## src/rtl/uart_pkg.sv

```systemverilog
// Shared types and sizing for the UART transmit arbiter.
// Owns requester count, index width and FSM encoding.
package uart_pkg;

    localparam int NUM_REQ = 4;
    localparam int IDX_W   = $clog2(NUM_REQ);

    typedef logic [IDX_W-1:0] req_idx_t;

    typedef enum logic [1:0] {
        S_IDLE,
        S_SEND,
        S_WAIT_START,
        S_WAIT_DONE
    } tx_state_t;

    function automatic logic [NUM_REQ-1:0] idx_onehot(input req_idx_t i);
        return NUM_REQ'(1) << i;
    endfunction

endpackage

```

## src/rtl/uart_tx_arbiter_rr.sv

```systemverilog
// Combinational round-robin pick: first masked request
// found searching upward from ptr, wrapping modulo NUM_REQ.
module rr_arbiter
    import uart_pkg::*;
(
    input  logic [NUM_REQ-1:0] req,
    input  req_idx_t           ptr,
    input  logic [NUM_REQ-1:0] mask,
    output logic [NUM_REQ-1:0] gnt,
    output req_idx_t           idx,
    output logic               any
);

    req_idx_t cand;

    // Scan from farthest to nearest so the nearest hit wins.
    always_comb begin
        gnt  = '0;
        idx  = '0;
        any  = 1'b0;
        cand = '0;
        for (int k = NUM_REQ - 1; k >= 0; k--) begin
            cand = ptr + req_idx_t'(k);
            if (req[cand] && mask[cand]) begin
                gnt = idx_onehot(cand);
                idx = cand;
                any = 1'b1;
            end
        end
    end

endmodule

```

## src/rtl/uart_tx_arbiter.sv

```systemverilog
// Shares one UART transmitter among NUM_REQ byte sources,
// holding ownership across multi-byte messages.
module uart_tx_arbiter
    import uart_pkg::*;
#(
    parameter int NUM_REQ = 4
) (
    input  logic                 clk,
    input  logic                 rst,
    input  logic [NUM_REQ-1:0]   req_valid,
    input  logic [8*NUM_REQ-1:0] req_data,
    input  logic [NUM_REQ-1:0]   req_last,
    output logic [NUM_REQ-1:0]   req_ready,
    input  logic                 tx_busy,
    output logic                 tx_data_valid,
    output logic [7:0]           tx_p_data,
    output req_idx_t             grant_id,
    output logic                 active
);

    tx_state_t          state;
    tx_state_t          state_nx;
    req_idx_t           rr_ptr;
    logic               lock;
    logic               last_q;
    logic [NUM_REQ-1:0] lock_mask;
    logic [NUM_REQ-1:0] gnt;
    req_idx_t           gidx;
    logic               gany;
    logic               accept;
    logic               done;

    assign lock_mask = lock ? idx_onehot(grant_id) : '1;

    rr_arbiter u_rr (
        .req  (req_valid),
        .ptr  (rr_ptr),
        .mask (lock_mask),
        .gnt  (gnt),
        .idx  (gidx),
        .any  (gany)
    );

    // Reset low also blocks the strobe so nothing is consumed mid-reset.
    assign accept = (state == S_IDLE) && rst && !tx_busy && gany;
    assign req_ready = accept ? gnt : '0;
    assign done = (state == S_WAIT_DONE) && !tx_busy;

    // Next-state: accept, launch, then track the busy pulse.
    always_comb begin
        state_nx = state;
        unique case (state)
            S_IDLE:       if (accept) state_nx = S_SEND;
            S_SEND:       state_nx = S_WAIT_START;
            S_WAIT_START: if (tx_busy) state_nx = S_WAIT_DONE;
            S_WAIT_DONE:  if (!tx_busy) state_nx = S_IDLE;
            default:      state_nx = S_IDLE;
        endcase
    end

    // State, registered outputs, latched byte and lock/pointer upkeep.
    always_ff @(posedge clk) begin
        if (!rst) begin
            state         <= S_IDLE;
            rr_ptr        <= '0;
            lock          <= 1'b0;
            last_q        <= 1'b0;
            tx_data_valid <= 1'b0;
            tx_p_data     <= 8'h00;
            grant_id      <= '0;
            active        <= 1'b0;
        end else begin
            state         <= state_nx;
            tx_data_valid <= accept;
            active        <= (state_nx != S_IDLE);
            if (accept) begin
                grant_id  <= gidx;
                tx_p_data <= req_data[int'(gidx)*8 +: 8];
                last_q    <= req_last[gidx];
            end
            if (done) begin
                if (last_q) begin
                    rr_ptr <= grant_id + 1'b1;
                    lock   <= 1'b0;
                end else begin
                    lock   <= 1'b1;
                end
            end
        end
    end

endmodule
```

## config.mk

```make
export PLATFORM = sky130hd
export DESIGN_NAME = uart_tx_arbiter
export DESIGN_NICKNAME = d
export VERILOG_FILES = /design/src/rtl/uart_pkg.sv /design/src/rtl/uart_tx_arbiter_rr.sv /design/src/rtl/uart_tx_arbiter.sv
export SDC_FILE = /design/constraint.sdc
export NUM_CORES = 1
export LEC_CHECK = 0
export CELL_PAD_IN_SITES_DETAIL_PLACEMENT = 2
export CELL_PAD_IN_SITES_GLOBAL_PLACEMENT = 2
export CORE_MARGIN = 2
export CORE_UTILIZATION = 24
export CTS_CLUSTER_SIZE = 16
export DETAILED_ROUTE_END_ITERATION = 10
export PLACE_DENSITY = 0.87
export SLEW_MARGIN = 30
export SYNTH_ARGS = -nofsm -noshare
export SYNTH_HDL_FRONTEND = slang
export SYNTH_SLANG_ARGS = --single-unit
export TNS_END_PERCENT = 50
```

## constraint.sdc

```tcl
create_clock -name clk -period 2.75 [get_ports clk]
set_clock_uncertainty 0.05 [all_clocks]
set_input_delay 0.4125 -clock clk [delete_from_list [all_inputs] [get_ports clk]]
set_output_delay 0.4125 -clock clk [all_outputs]
set_load 0.01 [all_outputs]
```

Word level (Yosys, flattened, before mapping)
Index checks and enable logic that the tools add are counted.

storage, ports and cells
  output and inout bits = 16
  bits of input ports = 43
  flip-flop bits (word level) = 18
  logic and storage cells = 75

cells by class
  equal/unequal tests = 3
  reduce and logical (&&, ||, !) cells = 12
  shift operators = 6
  add/sub/neg operators = 4
  muxes and demuxes = 37
  $lt $le $gt $ge = 5

operator list
  cell                                                                          number
  32-bit by 6-bit variable part select with 8-bit output                        1
  4-bit two-way mux                                                             6
  1-bit by 2-bit << shifter with 4-bit output, first input constant             5
  1-bit binary-select mux with 2-bit select                                     9
  2-bit by 3-bit less-than comparator with 1-bit output, second input constant  5
  1-bit two-way mux                                                             14
  2-bit two-way mux                                                             7
  1-bit logical AND                                                             8
  2-bit case mux with 4 select lines                                            1
  2-bit by 1-bit adder with 2-bit output, second input constant                 2
  2-bit adder, second input constant                                            2
  2-bit equality test, second input constant                                    2
  2-bit by 1-bit equality test with 1-bit output, second input constant         1
  2-bit zero test                                                               1
  2-bit AND reduction                                                           1
  2-bit nonzero test                                                            1
  1-bit zero test                                                               1

Logic depth before layout (Yosys ltp)
  depth in word-level cells = 13
  mapped depth = 11
  depth with buffers taken out = 9

Hierarchy
From an unflattened synthesis, not the netlist that was laid out.

second synthesis, totals
  cells, all modules = 155
  area, all modules = 1452.6 um^2

modules (own cells, without submodules)
  module           cells each  instances  sequential area each (um^2)  area each (um^2)
  uart_tx_arbiter  98          1          360.3                        1016.0
  rr_arbiter       57          1          0.0                          436.7

Worst setup path after synthesis
Ideal clock, no wire load.

  path type = reg2out
  start = reg grant_id[0]
  end = out req_ready[0]
  stages on the path, launching flop included = 11
  required time = 2.288 ns
  data arrival time = 2.064 ns
  setup slack = 0.224 ns
  path through = dfxtp_1 inv_1 ha_1 nand2b_1 a22oi_1 nand2_1 o31ai_2 inv_2 clkbuf_1 o221ai_1 nor2_1

on the way
  cells in the longest elaborated chain, start to end = 11

ends and longest elaborated chain
  item                                           line                      text
  from (decl)                                    uart_tx_arbiter.sv:17     output req_idx_t grant_id,
  from (signal assigned)                         uart_tx_arbiter.sv:77     grant_id <= gidx;
  1-bit by 2-bit << shifter with 4-bit output *  uart_pkg.sv:18            return NUM_REQ'(1) << i;
  4-bit two-way mux *                            uart_tx_arbiter.sv:33     assign lock_mask = lock ? idx_onehot(grant_id) : '1;
  1-bit binary-select mux with 2-bit select      uart_tx_arbiter_rr.sv:24  if (req[cand] && mask[cand]) begin
  1-bit two-way mux (implied by the code)        uart_tx_arbiter_rr.sv:24
  1-bit logical AND                              uart_tx_arbiter_rr.sv:24
  1-bit two-way mux (4 in a row)                 uart_tx_arbiter_rr.sv:24
  1-bit logical AND                              uart_tx_arbiter.sv:45     assign accept = (state == S_IDLE) && rst && !tx_busy && gany;
  4-bit two-way mux *                            uart_tx_arbiter.sv:46     assign req_ready = accept ? gnt : '0;
  to (decl)                                      uart_tx_arbiter.sv:13     output logic [NUM_REQ-1:0] req_ready,

Mark *: on every way between the ends. The rest lies on a longest branch, timed or not. The select of a mux whose other input is x is not followed.

Final worst setup path
  start = reg grant_id[1]
  end = out req_ready[3]

Same word-level chain as after synthesis.

==> results_dict.tcl <==
set metrics [dict create \
    gp_congestion 0.796 \
    crit_path_max_fanout 4 \
    drt_wl_total_mm 6.57 \
    rsz0062_at_grt "true" \
    hp-start "tx_p_data[4]" \
    yosysTopAreaCell "dfxtp_1" \
    synth.distinct_cells 46 \
    rows 28 \
    tightest_slew_ns 0.405 \
    cts_inserted_buffers 3 \
    relSlewSlack_pct 72.9 \
    insertion_delay_ns 0.26 \
    cts_tree "built" \
    status "finished clean" \
    critPathArrivalTime_ns 2.29 \
    drive_gt1_share_pct 36.0 \
    ant_nets 0 \
    core_um2 5960 \
    synth_compound_area_share_pct 36.5 \
    grt_max_degree 17 \
    leakagePower_uw 0.00113 \
    grt_overflow 0 \
    synthSimpleGateAreaFrac_pct 20.0 \
    synth_nets 224 \
    ff_latch_area_um2 367 \
    ys_ff_latch 18 \
    area_growth_pct 84.2 \
    fin_nets 319 \
    ys.flop_type "dfxtp_1" \
    fmax_mhz 364 \
    cp-start-kind "flop" \
    crit_path_end_kind "output port" \
    num_antenna_cells 0 \
    antenna_found_initial 0 \
    synth_mux_area_share_pct 5.38 \
    multi_input_area_um2 1240 \
    p_per_area_nw_per_um2 319 \
    initial_core_util_pct 25.0 \
    synth-edff-count 0 \
    wl_met2_mm 3.49 \
    dr.pass1.iters 4 \
    first_iter_violations 54 \
    synth_xor_area_share_pct 0 \
    finalSetupViolCount 0 \
    pin_count 59 \
    stdcell_area_um2 2740 \
    cts.clk_slew.worst_paths_ns 0.08 \
    crit_required_ns 2.29 \
    cts_buffer_depth 2 \
    ctsRootBufferMaster "clkbuf_8" \
    rr_endpoint "tx_p_data[7]" \
    synth_common_cells "18 x dfxtp_1, 12 x inv_1, 11 x nor2_1" \
    yosys_warnings 0 \
    finalMaxSlewViolations 0 \
    dp_cells 329 \
    grt_pass1_vias 1980 \
    vias 1801 \
    hold_class "reg -> reg" \
    holdPathStages 2 \
    yosys-top-cells-area "dfxtp_1 24%, ha_1 6.7%, mux2i_1 5.4%, o211a_1 5.4%, a221oi_1 4.7%" \
    ys_seq_area_share_pct 24.2 \
    finalCritPeriodShare_pct 99.9 \
    finalHoldViolCount 0 \
    ir_worst_vdd_uv 155 \
    top_layer "met4" \
    clkSinkCount 18 \
    synth_area_per_cell_um2 8.60 \
    reg2reg_slack_ns 0.06 \
    wl_met1_mm 2.72 \
    synth_top_area_share_pct 24.2 \
    dp_hpwl_mm 4.55 \
    setup_tns_ns 0 \
    hold_buffers 0 \
    reg2reg_depth 12 \
    wire_per_inst_um 19.2 \
    worstSetupPathType "reg -> out" \
    die_h_um 82.7 \
    dpl_cell_area_um2 2360 \
    synthCells 173 \
    nFillCells 671 \
    post_drt_via_cell_ratio 5.27 \
    h-tree-depth 1 \
    fin_crit_ns 2.75 \
    globalRouteTotalUtil_pct 18.8 \
    synthArstFlopShare_pct 0 \
    synth_top_family_by_area "compound AO/OA/AOI/OAI gates" \
    maxCapViolations 0 \
    synthAdderAreaFrac_pct 6.73 \
    worstHoldEndpoint "tx_p_data[4]" \
    synth_area_um2 1490 \
    r2r-start "grant_id[1]" \
    fin_cells 342 \
    die_area_um2 6840 \
    drc 0 \
    die_w_um 82.7 \
    yosysMostFrequentCell "dfxtp_1" \
    grt_pass1_wl_mm 9.85 \
    numPortBuffers 58 \
    wl_met3_um 246 \
]
==> through the flow <==
step                hold slack [ns]  setup WS [ns]  util [%]  total power [uW]
global route                  0.476        -0.0849      46.0               915
floorplan                     0.418          0.224         -               428
CTS                           0.442         0.0122      43.0               840
detailed placement            0.428         -0.404      39.7               599
global placement              0.405         -0.318      39.7               586
finish                        0.442        0.00228      46.0               874
==> flip-flops by register name, summed over array words and instances, names as in the netlist <==
name,cells
lock,1
rr_ptr,2
tx_p_data,8
last_q,1
state,2
grant_id,2
active,1
tx_data_valid,1
==> cells in the final DEF, fill, tap and decap left out, types with 3 or more instances in the layout <==
master and count:
nor2_1 9, buf_6 3, o31ai_2 3, dfxtp_1 15, nor3b_1 6, mux2i_1 8, ha_4 3, o21ai_0 10
buf_2 4, clkdlybuf4s50_1 54, buf_4 36, o31ai_1 3, a221oi_2 3, a211oi_1 6, clkbuf_8 4, nand3_1 7
nand2_1 7, ha_1 4, o211a_1 8, a221oi_1 4, and2_1 4, o221ai_2 5, inv_1 10, nand2b_4 3
==> report_power, final <==
| group | switching [uW] | internal, uW |
|---|---|---|
| Sequential | 17.2 | 283 |
| Clock | 94.4 | 127 |
| Combinational | 149 | 203 |
| Total | 261 | 613 |
==> what timing repair did <==
action	4_1_cts	5_1_grt
endpoints found under the setup margin	6	14
pin swaps	11	17
gates cloned	0	1
setup buffers	5	3
gates resized for setup	35	32
==> worst max-delay path by stage <==
stage,start,endpoint,slack [ns],cells after the start
2_1_floorplan,grant_id[0],req_ready[0],0.22,10
3_3_place_gp,req_valid[1],req_ready[2],-0.32,9
3_5_place_dp,req_valid[1],req_ready[1],-0.40,9
4_1_cts,grant_id[1],tx_p_data[6],0.01,12
5_1_grt,grant_id[1],req_ready[1],-0.08,11
6_report,grant_id[1],req_ready[3],0.002,9
==> final cells by class <==
class / instances / area share [%]
flip-flops and latches: 18 / 13.4
clock buffers: 4 / 2.01
well taps: 75 / 3.42
inverters: 13 / 1.87
repair buffers: 100 / 33.9
multi-input cells: 132 / 45.4
==> layer usage <==
metal  global-route usage (%)  up-vias
met3                     3.04        9
met5                        0        -
met4                     5.08        0
met2                     35.8       45
met1                     21.5      902
li1                         -      845
==> cell families after synthesis <==
logic type | count (synthesis)
flip-flops | 18
AND/OR/NAND/NOR | 52
adder cells (fa/ha/maj) | 8
buffers and inverters | 23
multiplexers | 8
AO/OA/AOI/OAI | 64
==> worst max-delay path, stage by stage (launching register included) <==
cell,delay [ns]
dfxtp_2,0.36
buf_6,0.12
ha_4,0.11
and2b_4,0.20
o221a_1,0.27
o211ai_1,0.38
buf_4,0.22
o221ai_2,0.08
nor2_1,0.12
buf_2,0.15
No activity file was read; power rests on OpenSTA's default activity.
